`config.mk`:
```
export PLATFORM = sky130hd
export DESIGN_NAME = mdu_sequencer
export DESIGN_NICKNAME = d
export VERILOG_FILES = /design/src/rtl/mdu_sequencer_pkg.sv /design/src/rtl/mdu_divider_step.sv /design/src/rtl/mdu_sequencer.sv
export SDC_FILE = /design/constraint.sdc
export NUM_CORES = 2
export LEC_CHECK = 0
export BUFFER_PORTS_ARGS = -buffer_cell sky130_fd_sc_hd__clkbuf_2
export CORE_ASPECT_RATIO = 0.9
export CORE_MARGIN = 2
export CORE_UTILIZATION = 65
export DETAILED_ROUTE_END_ITERATION = 10
export HOLD_SLACK_MARGIN = 0.08
export MAX_ROUTING_LAYER = met4
export PLACE_DENSITY = 0.82
export SETUP_SLACK_MARGIN = 0.5
export SYNTH_ARGS = -nofsm -noshare
export SYNTH_HDL_FRONTEND = slang
export SYNTH_SLANG_ARGS = --single-unit
export TNS_END_PERCENT = 100
```
`constraint.sdc`:
```
create_clock -name i_clock -period 18.06 [get_ports i_clock]
set_input_delay 3.612 -clock i_clock [delete_from_list [all_inputs] [get_ports i_clock]]
set_output_delay 3.612 -clock i_clock [all_outputs]
set_load 0.1 [all_outputs]
```
`src/rtl/mdu_sequencer_pkg.sv`:
```
// Shared types for the M-extension sequencer.
// Operation and state encodings plus small op-class helpers.
package mdu_sequencer_pkg;

    typedef enum logic [2:0] {
        OP_MUL    = 3'd0,
        OP_MULH   = 3'd1,
        OP_MULHSU = 3'd2,
        OP_MULHU  = 3'd3,
        OP_DIV    = 3'd4,
        OP_DIVU   = 3'd5,
        OP_REM    = 3'd6,
        OP_REMU   = 3'd7
    } MduOp;

    typedef enum logic [1:0] {
        IDLE = 2'd0,
        MUL  = 2'd1,
        DIV  = 2'd2,
        DONE = 2'd3
    } MduState;

    // Multiplies occupy the lower half of the encoding.
    function automatic logic isMulOp(MduOp op);
        return !op[2];
    endfunction

    // Signed divide/remainder: operands handled as two's complement.
    function automatic logic isSignedOp(MduOp op);
        return (op == OP_DIV) || (op == OP_REM);
    endfunction

    function automatic logic isRemOp(MduOp op);
        return (op == OP_REM) || (op == OP_REMU);
    endfunction

endpackage

```
`src/rtl/mdu_divider_step.sv`:
```
// One restoring radix-2 divide iteration.
// Shifts {rem, quo} left by one and conditionally subtracts the divisor.
module mdu_divider_step
    import mdu_sequencer_pkg::*;
#(
    parameter int DATA_WIDTH = 32
) (
    input  logic [DATA_WIDTH-1:0] remIn,
    input  logic [DATA_WIDTH-1:0] quoIn,
    input  logic [DATA_WIDTH-1:0] divisor,
    output logic [DATA_WIDTH-1:0] remOut,
    output logic [DATA_WIDTH-1:0] quoOut
);

    logic [DATA_WIDTH:0] shifted;
    logic [DATA_WIDTH:0] diff;

    assign shifted = {remIn, quoIn[DATA_WIDTH-1]};
    assign diff    = shifted - {1'b0, divisor};

    // Borrow out (diff MSB) means the trial subtract failed: restore.
    assign remOut = diff[DATA_WIDTH] ? shifted[DATA_WIDTH-1:0]
                                     : diff[DATA_WIDTH-1:0];
    assign quoOut = {quoIn[DATA_WIDTH-2:0], ~diff[DATA_WIDTH]};

endmodule

```
`src/rtl/mdu_sequencer.sv`:
```
// Multi-cycle MUL/DIV/REM controller for the EX stage.
// Single-pass multiply, iterative restoring divide, held result.
module mdu_sequencer
    import mdu_sequencer_pkg::*;
#(
    parameter int DATA_WIDTH = 32
) (
    input  logic                  i_clock,
    input  logic                  i_reset,
    input  logic                  i_flush,
    input  logic                  i_reqValid,
    output logic                  o_reqReady,
    input  logic [2:0]            i_reqOp,
    input  logic [DATA_WIDTH-1:0] i_reqA,
    input  logic [DATA_WIDTH-1:0] i_reqB,
    output logic                  o_rspValid,
    input  logic                  i_rspReady,
    output logic [DATA_WIDTH-1:0] o_result,
    output logic                  o_busy
);

    localparam int W = DATA_WIDTH;
    localparam int CNT_WIDTH = $clog2(DATA_WIDTH);
    localparam logic [W-1:0] MOST_NEG = {1'b1, {(W-1){1'b0}}};

    MduState state;
    MduState stateNext;
    MduOp    reqOp;
    MduOp    opReg;

    logic [W-1:0]         aReg;
    logic [W-1:0]         bReg;
    logic [W-1:0]         remReg;
    logic [W-1:0]         resultReg;
    logic [CNT_WIDTH-1:0] cnt;
    logic                 negQ;
    logic                 negR;

    logic         accept;
    logic         reqSigned;
    logic         reqDivZero;
    logic         reqOverflow;
    logic         reqFast;
    logic [W-1:0] absA;
    logic [W-1:0] absB;
    logic [W-1:0] stepRem;
    logic [W-1:0] stepQuo;
    logic [W-1:0] fixQuo;
    logic [W-1:0] fixRem;
    logic         signA;
    logic         signB;
    logic [2*W-1:0] extA;
    logic [2*W-1:0] extB;
    logic [2*W-1:0] product;

    assign reqOp      = MduOp'(i_reqOp);
    assign o_reqReady = (state == IDLE) && !i_flush;
    assign accept     = i_reqValid && o_reqReady;
    assign o_rspValid = (state == DONE);
    assign o_busy     = (state == MUL) || (state == DIV) ||
                        ((state == DONE) && !i_rspReady);
    assign o_result   = resultReg;

    assign reqSigned   = isSignedOp(reqOp);
    assign reqDivZero  = (i_reqB == '0);
    assign reqOverflow = reqSigned && (i_reqA == MOST_NEG) &&
                         (i_reqB == '1);
    assign reqFast     = reqDivZero || reqOverflow;

    assign absA = (reqSigned && i_reqA[W-1]) ? -i_reqA : i_reqA;
    assign absB = (reqSigned && i_reqB[W-1]) ? -i_reqB : i_reqB;

    // Extending past W+1 bits is harmless: the product is taken mod 2^2W.
    assign signA   = (opReg == OP_MULH) || (opReg == OP_MULHSU);
    assign signB   = (opReg == OP_MULH);
    assign extA    = {{W{signA & aReg[W-1]}}, aReg};
    assign extB    = {{W{signB & bReg[W-1]}}, bReg};
    assign product = extA * extB;

    assign fixQuo = negQ ? -stepQuo : stepQuo;
    assign fixRem = negR ? -stepRem : stepRem;

    mdu_divider_step #(
        .DATA_WIDTH(DATA_WIDTH)
    ) u_step (
        .remIn  (remReg),
        .quoIn  (aReg),
        .divisor(bReg),
        .remOut (stepRem),
        .quoOut (stepQuo)
    );

    // State register; reset outranks everything.
    always_ff @(posedge i_clock) begin
        if (i_reset) state <= IDLE;
        else         state <= stateNext;
    end

    // Next-state: flush always returns to IDLE.
    always_comb begin
        stateNext = state;
        unique case (state)
            IDLE: begin
                if (accept) begin
                    if (isMulOp(reqOp)) stateNext = MUL;
                    else if (reqFast)   stateNext = DONE;
                    else                stateNext = DIV;
                end
            end
            MUL:  stateNext = DONE;
            DIV:  if (cnt == '0) stateNext = DONE;
            DONE: if (i_rspReady) stateNext = IDLE;
            default: stateNext = IDLE;
        endcase
        if (i_flush) stateNext = IDLE;
    end

    // Datapath: operand capture, multiply, divide iterations, fix-up.
    always_ff @(posedge i_clock) begin
        if (i_reset) begin
            opReg     <= OP_MUL;
            aReg      <= '0;
            bReg      <= '0;
            remReg    <= '0;
            resultReg <= '0;
            cnt       <= '0;
            negQ      <= 1'b0;
            negR      <= 1'b0;
        end else if (i_flush) begin
            cnt <= '0;
        end else begin
            case (state)
                IDLE: begin
                    if (accept) begin
                        opReg <= reqOp;
                        if (isMulOp(reqOp)) begin
                            aReg <= i_reqA;
                            bReg <= i_reqB;
                        end else if (reqFast) begin
                            if (isRemOp(reqOp))
                                resultReg <= reqDivZero ? i_reqA : '0;
                            else
                                resultReg <= reqDivZero ? '1 : i_reqA;
                        end else begin
                            aReg   <= absA;
                            bReg   <= absB;
                            remReg <= '0;
                            cnt    <= CNT_WIDTH'(W - 1);
                            negQ   <= reqSigned &&
                                      (i_reqA[W-1] ^ i_reqB[W-1]);
                            negR   <= reqSigned && i_reqA[W-1];
                        end
                    end
                end
                MUL: begin
                    if (opReg == OP_MUL) resultReg <= product[W-1:0];
                    else                 resultReg <= product[2*W-1:W];
                end
                DIV: begin
                    aReg   <= stepQuo;
                    remReg <= stepRem;
                    if (cnt == '0)
                        resultReg <= isRemOp(opReg) ? fixRem : fixQuo;
                    else
                        cnt <= cnt - 1'b1;
                end
                default: ;
            endcase
        end
    end

endmodule
```
==> metrics.cfg <==
[synth]
ys_seq_elements=140
netlist_area_um2=49800
synth_cell_types=89
syn_inst=5930
yosys_warnings=0
ys.flop_type=dfxtp_1
synth-edff-count=0
syn_area_per_cell_um2=8.40
ys_async_sr_fraction_pct=0
synth_fp_nets=7384
ys_seq_area_share_pct=5.63

[worst_hold_path]
min-delay-path-class=reg -> reg

[sta]
maxSlewHeadroom_pct=21.6
hold_viol_final=0
layout_setup_ws_ns=7.63
max_freq_mhz=95.9
grt_setup_unrepaired=no
slew_viol_final=0
fin_crit_sh_pct=57.8
finalClockSkew_ns=0.0145
finalSetupViolations=0
period_needed_ns=10.43
fin_tns_setup_ns=0
tightest_slew_ns=1.17

[clock_tree]
post_cts_buffers=0
cts_root_buf=clkbuf_16
cts.sinks=140
clk-insertion-delay-late_ns=0.46
hold_buffers=0
cts.htree.levels=4
cts-resized-gates=0
clk_pin_slew_ns=0.06
clock_path_buffers=2
cts_made_buffers=17
cts_tree=yes

[setup_path]
endpoint_kind=register
cp-start-kind=register
crit_top_cell=fa_1
crit_required_ns=18.33
slowest_delay_ns=0.81
crit_fanout=23
critPathArrivalTime_ns=10.71
slowest_stage=fa_1
critPathKind=reg -> reg
path_buf_inv=9
crit_family=adder cells

[die]
die_w_um=296
rows=96
die_h_um=267
ios=107
start_util_pct=65.5
core_um2=76000
die_area_um2=78900

[route]
wl_per_cell_um=25.3
first_iter_violations=4540
via_count=42600
via_per_inst=6.24
totalWireLength_um=173000
drtPass1Iterations=6
drc=0
antenna_left=0

[placed_design]
dp_slack_ns=7.77
io_buffers=106
dp_hpwl_um=132000
postPlaceCellArea_um2=51000
routabilityCongestion=1.06

[final_layout]
final_area_um2=51600
fin_nets=7236
final_layout_size_suffix_gt1_share_pct=5.07
layout_commonest_cell=inv_1
num-fill-cells=6095
area_delta_synth_final_pct=3.56
layout_common_cells=inv_1 (1,234), fa_1 (1,126), nand2_1 (940)
final_util_pct=67.9

[grt]
grt_pass1_vias=44500
grt_pass1_wl_um=264000
gr-total-overflow=0
grt_max_degree=81
gr-usage-all-layers_pct=46.7
grt_antenna_before_repair=16

[power_and_ir_drop]
power_leakage_uw=0.0239
ir_worst_vdd_mv=0.0633
p_per_area_nw_per_um2=38.9

[status]
status=finished, final reports clean

[flow_run]
cap_viol_max_count=0

final cells by class:
cell class	count	area [um2]	share of cell area, %
clock buffer	19	443	0.858
antenna	8	20.0	0.0388
multi-input combinational	4182	41000	79.5
sequential	140	2810	5.44
clock inverter	13	115	0.223
timing repair buffer	204	1270	2.46
inverter	1237	4640	9.00
tap	1029	1290	2.50
cell usage after synthesis, types with 19 or more instances:
cell type,n,share of area (%)
a211oi_1,49,0.74
a21o_1,49,0.74
a21oi_1,245,2.5
a221oi_1,26,0.46
a31oi_1,23,0.29
and2_1,284,3.6
buf_1,36,0.27
clkbuf_1,319,2.4
dfxtp_1,140,5.6
fa_1,1126,45
ha_1,256,6.4
inv_1,1234,9.3
maj3_1,25,0.50
nand2_1,940,7.1
nand3_1,59,0.59
nand4_1,20,0.25
nor2_1,302,2.3
nor3_1,60,0.60
nor4_1,28,0.35
o211ai_1,23,0.35
o21ai_0,118,1.2
o31ai_1,25,0.38
o41ai_1,19,0.33
or3_1,32,0.40
xnor2_1,127,2.2
xor2_1,81,1.4
stage by stage:
stage | hold WS, ns | total power (uW) | instances
final | 0.456 | 2010 | 6832
after global routing | 0.468 | 2100 | 6831
after CTS | 0.456 | 1960 | 6824
after detailed placement | 0.449 | 1610 | 6792
after global placement | 0.442 | 1580 | 6792
after floorplan | 0.445 | 1150 | 5930
routing by layer:
layer	global-route usage [%]	up-vias	routed length, um
li1	-	17700	-
met1	60.9	21300	64700
met2	67.9	2932	75700
met3	10.9	716	21000
met4	25.5	0	11400
met5	-	-	0
power breakdown:
part	total, uW	leakage [uW]	switching (uW)	internal [uW]
clock	355	0.000266	161	194
combinational	1310	0.0225	914	391
sequential	346	0.00114	19.4	326
tightest hold or removal path, delay by kind of cell (launching register included):
family / cells / cell delay, ns
simple gates: 1 / 0.05
compound gates: 1 / 0.05
flops: 1 / 0.31
cell families after synthesis:
group                      share of synthesized area, %
xor gates and xnor gates                           3.66
AOI/OAI and AO/OA                                  9.14
buffers and inverters                              12.2
muxes                                             0.480
and+or+nand+nor                                    16.8
DFF                                                5.63
adders and majority gates                          52.2
final timing paths:
kind,startpoint,endpoint,slack [ns],cells after the start
min,negQ,negQ,0.46,2
max,opReg[1],o_result[30],7.63,31
min reg2reg,negQ,negQ,0.46,2
max reg2reg,opReg[1],o_result[30],7.63,31
registers in the layout (all words and copies together) (netlist names):
register / count
aReg: 32
bReg: 32
o_result: 32
remReg: 32
cnt: 5
opReg: 3
state: 2
negQ: 1
negR: 1
No activity file was read; power rests on OpenSTA's default activity.
